[config.mk]
export PLATFORM = sky130hd
export DESIGN_NAME = lcd_timing
export DESIGN_NICKNAME = d
export VERILOG_FILES = /design/src/rtl/video_types.sv /design/src/rtl/lcd_stat_irq.sv /design/src/rtl/lcd_timing.sv
export SDC_FILE = /design/constraint.sdc
export NUM_CORES = 1
export LEC_CHECK = 0
export BUFFER_PORTS_ARGS = -buffer_cell sky130_fd_sc_hd__buf_2
export CAP_MARGIN = 40
export CORE_MARGIN = 1
export CORE_UTILIZATION = 45
export DETAILED_ROUTE_END_ITERATION = 10
export PLACE_DENSITY = 0.69
export SLEW_MARGIN = 25
export SYNTH_ARGS = -nofsm -noshare
export SYNTH_HDL_FRONTEND = slang
export SYNTH_SLANG_ARGS = --single-unit
[constraint.sdc]
create_clock -name clk -period 2.55 [get_ports clk]
set_input_delay 0.3825 -clock clk [delete_from_list [all_inputs] [get_ports clk]]
set_output_delay 0.3825 -clock clk [all_outputs]
set_load 0.01 [all_outputs]
[src/rtl/video_types.sv]
`default_nettype none
// ============================================================================
// Module      : video_types (package)
// Description : Shared types and constants for the video unit: the LCD mode
//               encoding, scanline/dot timing constants, STAT enable bit
//               positions and the dot/line -> mode decoder.
// Revision    : 1.0 - initial release
// ============================================================================
package video_types;

  typedef enum logic [1:0] {
    HBLANK     = 2'd0,
    VBLANK     = 2'd1,
    OAM_SCAN   = 2'd2,
    PIXEL_XFER = 2'd3
  } LcdMode;

  localparam logic [8:0] DOTS_PER_LINE   = 9'd456;
  localparam logic [7:0] LINES_PER_FRAME = 8'd154;
  localparam logic [7:0] VISIBLE_LINES   = 8'd144;
  localparam logic [8:0] OAM_DOTS        = 9'd80;
  localparam logic [8:0] XFER_DOTS       = 9'd172;

  localparam logic [8:0] LAST_DOT  = DOTS_PER_LINE - 9'd1;
  localparam logic [7:0] LAST_LINE = LINES_PER_FRAME - 8'd1;
  localparam logic [8:0] XFER_END  = OAM_DOTS + XFER_DOTS;

  // Bit positions inside stat_irq_en
  localparam int STAT_EN_HBLANK = 0;
  localparam int STAT_EN_VBLANK = 1;
  localparam int STAT_EN_OAM    = 2;
  localparam int STAT_EN_LYC    = 3;

  // Mode implied by a given line/dot position of an enabled display
  function automatic LcdMode decode_mode(input logic [7:0] line, input logic [8:0] dot);
    if (line >= VISIBLE_LINES)
      return VBLANK;
    else if (dot < OAM_DOTS)
      return OAM_SCAN;
    else if (dot < XFER_END)
      return PIXEL_XFER;
    else
      return HBLANK;
  endfunction

endpackage
`default_nettype wire

[src/rtl/lcd_stat_irq.sv]
`default_nettype none
// ============================================================================
// Module      : lcd_stat_irq
// Description : STAT interrupt generator. Masks the mode/coincidence sources
//               with their enables, ORs them into the STAT line and emits a
//               one-cycle request on each rising edge of that line.
// Ports       : clk, reset        - clock, synchronous active-high reset
//               mode              - current (registered) LCD mode
//               coincidence       - LY == LYC
//               stat_irq_en[3:0]  - source enables (0 HBlank, 1 VBlank,
//                                   2 OAM, 3 LY=LYC)
//               stat_irq          - registered one-cycle request pulse
// Revision    : 1.0 - initial release
// ============================================================================
module lcd_stat_irq
  import video_types::*;
(
  input  logic       clk,
  input  logic       reset,
  input  LcdMode     mode,
  input  logic       coincidence,
  input  logic [3:0] stat_irq_en,
  output logic       stat_irq
);

  logic stat_line;
  logic stat_line_q;

  always_comb begin
    stat_line = (stat_irq_en[STAT_EN_HBLANK] && (mode == HBLANK))
             || (stat_irq_en[STAT_EN_VBLANK] && (mode == VBLANK))
             || (stat_irq_en[STAT_EN_OAM]    && (mode == OAM_SCAN))
             || (stat_irq_en[STAT_EN_LYC]    && coincidence);
  end

  // Only a 0->1 transition requests; a line held high by a hand-over
  // between sources stays silent.
  always_ff @(posedge clk) begin
    if (reset) begin
      stat_line_q <= 1'b0;
      stat_irq    <= 1'b0;
    end else begin
      stat_line_q <= stat_line;
      stat_irq    <= stat_line & ~stat_line_q;
    end
  end

endmodule
`default_nettype wire

[src/rtl/lcd_timing.sv]
`default_nettype none
// ============================================================================
// Module      : lcd_timing
// Description : LCD timing sequencer. Counts dots and scanlines, drives the
//               PPU mode, LY, LY=LYC coincidence, STAT/VBlank interrupt
//               requests, frame_start and the VRAM/OAM CPU-access locks.
// Ports       : clk, reset      - clock, synchronous active-high reset
//               dot_ce          - dot clock enable
//               lcd_enable      - LCDC bit 7
//               lyc[7:0]        - LY compare value
//               stat_irq_en[3:0]- STAT source enables
//               ly, dot_count, mode, coincidence
//               stat_irq, vblank_irq, frame_start (one-cycle pulses)
//               oam_lock, vram_lock
// Config      : LCD_TIMING_LINE153_QUIRK_EN - when defined, ly reads 0 from
//               dot 4 of line 153 while the line counter stays at 153.
// Revision    : 1.0 - initial release
// ============================================================================
module lcd_timing
  import video_types::*;
(
  input  logic       clk,
  input  logic       reset,
  input  logic       dot_ce,
  input  logic       lcd_enable,
  input  logic [7:0] lyc,
  input  logic [3:0] stat_irq_en,
  output logic [7:0] ly,
  output logic [8:0] dot_count,
  output logic [1:0] mode,
  output logic       coincidence,
  output logic       stat_irq,
  output logic       vblank_irq,
  output logic       frame_start,
  output logic       oam_lock,
  output logic       vram_lock
);

`ifdef LCD_TIMING_LINE153_QUIRK_EN
  localparam logic [8:0] QUIRK_DOT = 9'd4;
`endif

  // running is clear until the first dot after enable, which lands on
  // line 0 / dot 0 instead of advancing the counters.
  logic       running;
  logic [7:0] line_q;
  LcdMode     mode_q;

  logic [8:0] nxt_dot;
  logic [7:0] nxt_line;
  logic [7:0] nxt_ly;
  LcdMode     nxt_mode;
  logic [3:0] stat_en_gated;

  always_comb begin
    nxt_dot  = 9'd0;
    nxt_line = 8'd0;
    if (running) begin
      if (dot_count == LAST_DOT) begin
        nxt_dot  = 9'd0;
        nxt_line = (line_q == LAST_LINE) ? 8'd0 : line_q + 8'd1;
      end else begin
        nxt_dot  = dot_count + 9'd1;
        nxt_line = line_q;
      end
    end
    nxt_mode = decode_mode(nxt_line, nxt_dot);
`ifdef LCD_TIMING_LINE153_QUIRK_EN
    nxt_ly = ((nxt_line == LAST_LINE) && (nxt_dot >= QUIRK_DOT)) ? 8'd0 : nxt_line;
`else
    nxt_ly = nxt_line;
`endif
  end

  always_ff @(posedge clk) begin
    if (reset) begin
      running     <= 1'b0;
      dot_count   <= 9'd0;
      line_q      <= 8'd0;
      ly          <= 8'd0;
      mode_q      <= HBLANK;
      oam_lock    <= 1'b0;
      vram_lock   <= 1'b0;
      vblank_irq  <= 1'b0;
      frame_start <= 1'b0;
    end else begin
      vblank_irq  <= 1'b0;
      frame_start <= 1'b0;
      if (!lcd_enable) begin
        // Disabling clears the counters immediately, even without dot_ce
        running   <= 1'b0;
        dot_count <= 9'd0;
        line_q    <= 8'd0;
        ly        <= 8'd0;
        mode_q    <= HBLANK;
        oam_lock  <= 1'b0;
        vram_lock <= 1'b0;
      end else if (dot_ce) begin
        running     <= 1'b1;
        dot_count   <= nxt_dot;
        line_q      <= nxt_line;
        ly          <= nxt_ly;
        mode_q      <= nxt_mode;
        oam_lock    <= (nxt_mode == OAM_SCAN) || (nxt_mode == PIXEL_XFER);
        vram_lock   <= (nxt_mode == PIXEL_XFER);
        frame_start <= (nxt_line == 8'd0) && (nxt_dot == 9'd0);
        vblank_irq  <= (nxt_line == VISIBLE_LINES) && (nxt_dot == 9'd0);
      end
    end
  end

  assign mode        = mode_q;
  assign coincidence = (ly == lyc);

  // A disabled display raises no STAT requests even though coincidence
  // keeps tracking.
  assign stat_en_gated = lcd_enable ? stat_irq_en : 4'b0000;

  lcd_stat_irq u_stat_irq (
    .clk         (clk),
    .reset       (reset),
    .mode        (mode_q),
    .coincidence (coincidence),
    .stat_irq_en (stat_en_gated),
    .stat_irq    (stat_irq)
  );

endmodule
`default_nettype wire

==> Word-level counts from Yosys, hierarchy flattened <==
Cells that the tools add are included.
{ "totals": {"ramBits": 0, "input_bits": 16, "latchBits": 0, "wordCells": 51, "regBits": 26, "memories": 0, "out_inout_bits": 25, "mem_bits_ro": 0} }
{ "op_classes": {"add_sub_neg": 2, "eq_ne": 8, "n_reduce_logical": 15, "mul": 0, "n_shift": 0, "div": 0, "muxes": 9, "bitwise_logic": 4, "order_cmp": 3} }
{ "op_table": {"columns": ["op", "count"], "rows": [
  ["$mux W8", 3],
  ["$mux W9", 2],
  ["$eq A8 B8 Y1 const B", 2],
  ["$add A9 B1 Y9 const B", 1],
  ["$eq A9 B9 Y1 const B", 1],
  ["$logic_not A9 Y1", 1],
  ["$lt A9 B7 Y1 const B", 1],
  ["$lt A9 B8 Y1 const B", 1],
  ["$add A8 B1 Y8 const B", 1],
  ["$eq A8 B8 Y1", 1],
  ["$ge A8 B8 Y1 const B", 1],
  ["$logic_not A8 Y1", 1],
  ["$eq A2 B2 Y1 const B", 3],
  ["$logic_and A1 B1 Y1", 6],
  ["$mux W2", 3],
  ["$logic_or A1 B1 Y1", 4],
  ["$mux W4", 1],
  ["$not A1 Y1", 3],
  ["$reduce_or A3 Y1", 1],
  ["$eq A2 B1 Y1 const B", 1],
  ["$logic_not A2 Y1", 1],
  ["$reduce_or A2 Y1", 1],
  ["$and A1 B1 Y1", 1]
]} }

==> Depth between registers and ports, before layout <==
{ "logic_depth": {"depth_word": 9, "mapped_depth": 8, "mapped_depth_nobuf": 8} }

==> Hierarchy <==
From an unflattened synthesis, not the netlist that was laid out.
{ "unflattened": {"cells_unflattened": 245, "hier_area_um2": 1906.8} }
{ "by_module_without_submodules": {"columns": ["mod", "seq_area_each_um2", "cells_per_inst", "area_each_um2", "instances"], "rows": [
  ["lcd_timing", 480.5, 237, 1821.7, 1],
  ["lcd_stat_irq", 40.0, 8, 85.1, 1]
]} }

==> Worst setup path after synthesis <==
OpenSTA, ideal clock, no wires.
{ "synth_path": {"kind": "flip-flop to flip-flop", "from": "reg dot_count[5]", "to": "reg vblank_irq", "slack_ns": 0.258, "required_ns": 2.477, "path_buffers": 2, "arrival_ns": 2.219, "setup_ns": 0.073, "stages_incl_launch_ff": 9, "cell_sequence": "dfxtp_1 -> buf_6 -> or4b_4 -> buf_6 -> nor4_2 -> xnor2_1 -> a21oi_1 -> or4_1 -> nor3_2"} }
{ "synth_via": {"elab_chain_cells": 5} }
{ "synth_lines": {"columns": ["item", "line", "text"], "rows": [
  ["start: declaration", "lcd_timing.sv:29", "output logic [8:0] dot_count,"],
  ["start signal: assignment", "lcd_timing.sv:100", "dot_count <= nxt_dot;"],
  ["$add A9 B1 Y9 or $eq A9 B9 Y1 (tied branches)", "lcd_timing.sv:63, lcd_timing.sv:59", null],
  ["$mux W9 or $mux W8 (tied branches)", "lcd_timing.sv:59", "if (dot_count == LAST_DOT) begin"],
  ["$mux W9 or $mux W8 (tied branches)", "lcd_timing.sv:58", "if (running) begin"],
  ["$logic_not A9 Y1 or $eq A8 B8 Y1 (tied branches)", "lcd_timing.sv:107", "vblank_irq <= (nxt_line == VISIBLE_LINES) && (nxt_dot == 9'd0);"],
  ["$logic_and A1 B1 Y1 (*)", "lcd_timing.sv:107", null],
  ["end signal: assignment", "lcd_timing.sv:107", null],
  ["end: declaration", "lcd_timing.sv:33", "output logic vblank_irq,"]
]} }
Mark *: on every way between the ends. The rest lies on a longest branch, timed or not.
A chain may end at the register's enable or synchronous reset.

==> Worst setup path after layout <==
{ "layout_path": {"from": "reg dot_count[4]", "to": "reg mode_q[1], in the netlist mode[1]"} }
{ "layout_via": {"elab_chain_cells": 7} }
{ "layout_lines": {"columns": ["item", "line", "text"], "rows": [
  ["$add A9 B1 Y9 or $eq A9 B9 Y1 (tied branches)", "lcd_timing.sv:63, lcd_timing.sv:59", null],
  ["$mux W9", "lcd_timing.sv:59", null],
  ["$mux W9", "lcd_timing.sv:58", null],
  ["$lt A9 B8 Y1", "video_types.sv:40", "else if (dot < XFER_END)"],
  ["$mux W2", "video_types.sv:40", null],
  ["$mux W2", "video_types.sv:38", "else if (dot < OAM_DOTS)"],
  ["$mux W2 (*)", "video_types.sv:36", "if (line >= VISIBLE_LINES)"],
  ["end signal: assignment", "lcd_timing.sv:103", "mode_q <= nxt_mode;"],
  ["end: declaration", "lcd_timing.sv:47", "LcdMode mode_q;"]
]} }
Marked as above.

==> out/qor.txt <==
Adder-Cell Fraction of Synth Area - 2.22%
Worst path max stage delay - 0.61 ns
max-capacitance violation count - 0
GR Util met1 - 31.6%
HPWL Detailed - 3.43 mm
Simple-Gate Fraction of Synth Area - 31.1%
Final Wtd Congestion - 0.872
Final Net Count - 279
mux cell area share after synthesis - 1.85%
hold path depth - 4
synthesized area per cell - 7.82 um^2
Worst path top cell family by delay - simple AND/OR/NAND/NOR gates
Peak Freq - 433 MHz
first-pass GRT wire length - 7.62 mm
crit-path cells - or4b_4 -> nor4_4 -> xnor2_1 -> nand3_1 -> a221oi_1 -> a21o_1
EDFF count, synth - 0
FP Rows - 21
CP Buf/Inv Count - 0
largest family of logic cells by synthesized area - simple AND/OR/NAND/NOR gates
kind of critical path - reg2reg
Critical Path AT - 2.53 ns
xor/xnor share of the synthesized area - 7.26%
Setup-failing EPs final - 0
crit path launch type - flop
setup bufs post-CTS - 0
1st-iter DRT viols - 108
Synth Instances - 216
part of the power in combinational logic - 8.6%
CP Data Required Time - 2.77 ns
Synth area leader - dfxtp_1
# IOs - 41
met3 Use GR - 3.62%
switch share - 22.8%
Global Route Usage Sum - 23.8%
power share of the clock group - 32.7%
largest net degree at the start of global routing - 14
die area - 4000 um^2
Syn Nets - 235
minimum clock period - 2.31 ns
most common cell after layout, fill and taps aside - buf_2
FFs w/ async S/R, synth - 0%
vias in the first global route - 1609
CP max-delay cell - or4b_4
most used routing layer - met2
drt total wl - 4.53 mm
Reg-to-Reg Start - dot_count[4]
Vias/cell - 5.70
Core ar. - 3470 um^2
Yosys top cell area share - 30.8%
Peak VDD IR - 322 uV
Initial Utilization - 48.7%
Hold Path Origin - reset
synthesized cell area - 1690 um^2
Longest Clk Path Bufs - 2
pwr/cell area - 347 nW/um^2
largest cells by area after synthesis - dfxtp_1 (31%), xnor2_1 (6.2%), o21ai_0 (5.0%), nand2_1 (4.4%), nor2_1 (4.4%)
routed len/inst - 14.9 um
Num CTS Buffers - 3
CTS tree - yes
Reg power frac - 58.7%
Hold Buf Count CTS - 0
Antenna Nets Post-Route - 0
Worst Setup End Kind - flop
via count - 1733
Area Overhead vs Synth - 20.1%
layout cell share with drive strength beyond 1 - 24.4%
Compound-Gate Fraction of Synth Area - 21.3%
YS warnings - 0
RSZ-0062 raised after global routing - false
P_int - 544 uW
register bit count reported by yosys - 26
status - complete, no violations
HP Class - in2reg
fin. max-slew vios - 0
Slew HR - 62.8%
final setup TNS - 0 ns
routing usage on met2 - 40.1%
Initial DRT Pass Iterations - 4
clock sinks - 26
initial antenna violation count - 0
worst r2r path cells - 6
die width - 63.3 um
Clock transition at path regs - 0.09 ns
CP Max Fanout - 10
sequential area share after synthesis - 30.8%
Worst-Margin Slew - 0.553 ns
P_sw - 160 uW
ant diodes - 0
Overflow after GRT - 0
CTS root buf - clkbuf_8
number of port buffers - 40
most frequent cells in the layout - buf_2 (40), dfxtp_1 (26), nor2_1 (20), nand2_1 (20), o21ai_0 (17)
# resized after CTS - 0
htree depth - 1
Non-Filler Instances - 304
DRC - 0
Setup Skew - 0.00138 ns
Worst R2R End - mode[1]
Period Utilization, post-route - 90.6%
Clock Latency Late Sink - 0.27 ns
Leakage - 0.000866 uW
WHS Endpoint - frame_start
Distinct cells, synth - 48
R2R Setup Slk - 0.24 ns
Final Hold Fails - 0
placed cell count - 301
Synth Flop Type - dfxtp_1
Die H - 63.3 um
[registers in the layout (all words and copies together) (netlist names)]
| register | cells |
|---|---|
| vram_lock | 1 |
| line_q | 8 |
| u_stat_irq.stat_line_q | 1 |
| vblank_irq | 1 |
| dot_count | 9 |
| running | 1 |
| mode | 2 |
| u_stat_irq.stat_irq | 1 |
| oam_lock | 1 |
| frame_start | 1 |
[Yosys cell counts (all sizes together), types with 5 or more instances]
| cell | instances |
|---|---|
| nand2 | 20 |
| nand4 | 7 |
| xnor2 | 12 |
| nand3 | 12 |
| a21o | 6 |
| nor4 | 6 |
| nor2 | 20 |
| nor3 | 6 |
| o21ai | 17 |
| inv | 5 |
| clkbuf | 11 |
| a21oi | 7 |
| dfxtp | 26 |
[area by class of cell]
class	count	area [um^2]
sequential	26	520
fill	367	1440
timing repair buffer	54	305
multi-input combinational	170	1090
clock buffer	3	41.3
tap	46	57.6
inverter	5	18.8
[worst min-delay path: stages]
cell and delay [ns]:
buf_2 0.09, nor2b_1 0.05, nand2_1 0.06, nor4_1 0.05
[routing by layer]
layer  up-vias  share of wire, %
li1        885                 -
met1       791                46
met2        53                48
met3         4               4.8
met4         0              0.99
met5         -                 0
[kinds of logic (layout without fill, tap and decap cells)]
group / count (synthesis) / count (layout)
adders and majority gates: 3 / 3
muxes: 3 / 3
DFF: 26 / 26
xor gates and xnor gates: 14 / 14
and+or+nand+nor: 95 / 95
buffers and inverters: 20 / 62
AOI/OAI and AO/OA: 55 / 55
[per-stage QoR]
| step | power [uW] | hold WS (ns) | setup slack [ns] | util [%] | cell area [um^2] |
|---|---|---|---|---|---|
| after detailed placement | 484 | 0.395 | 0.211 | 57.1 | 1980 |
| after CTS | 711 | 0.402 | 0.180 | 58.3 | 2020 |
| after floorplan | 455 | 0.376 | 0.258 | - | 1690 |
| final | 704 | 0.402 | 0.240 | 58.5 | 2030 |
| after global placement | 482 | 0.379 | 0.268 | 57.1 | 1980 |
| after global routing | 738 | 0.416 | 0.0570 | 58.5 | 2030 |
[power by group through the flow]
stage | Combinational, uW | Clock, uW | Sequential (uW)
floorplan | 31.1 | 0 | 424
global placement | 59.4 | 0 | 423
detailed placement | 60.6 | 0 | 423
CTS | 60.7 | 236 | 414
global route | 67.2 | 256 | 414
finish | 60.5 | 230 | 414
[worst max path at each step]
stage	startpoint	slack, ns	cells after the start	to
floorplan	dot_count[5]	0.26	8	vblank_irq
global placement	dot_count[4]	0.27	6	mode[1]
detailed placement	dot_count[4]	0.21	6	mode[1]
CTS	dot_count[4]	0.18	6	mode[1]
global route	dot_count[4]	0.06	6	mode[1]
finish	dot_count[4]	0.24	6	mode[1]
Note: power is estimated with default switching activity, not from simulation.
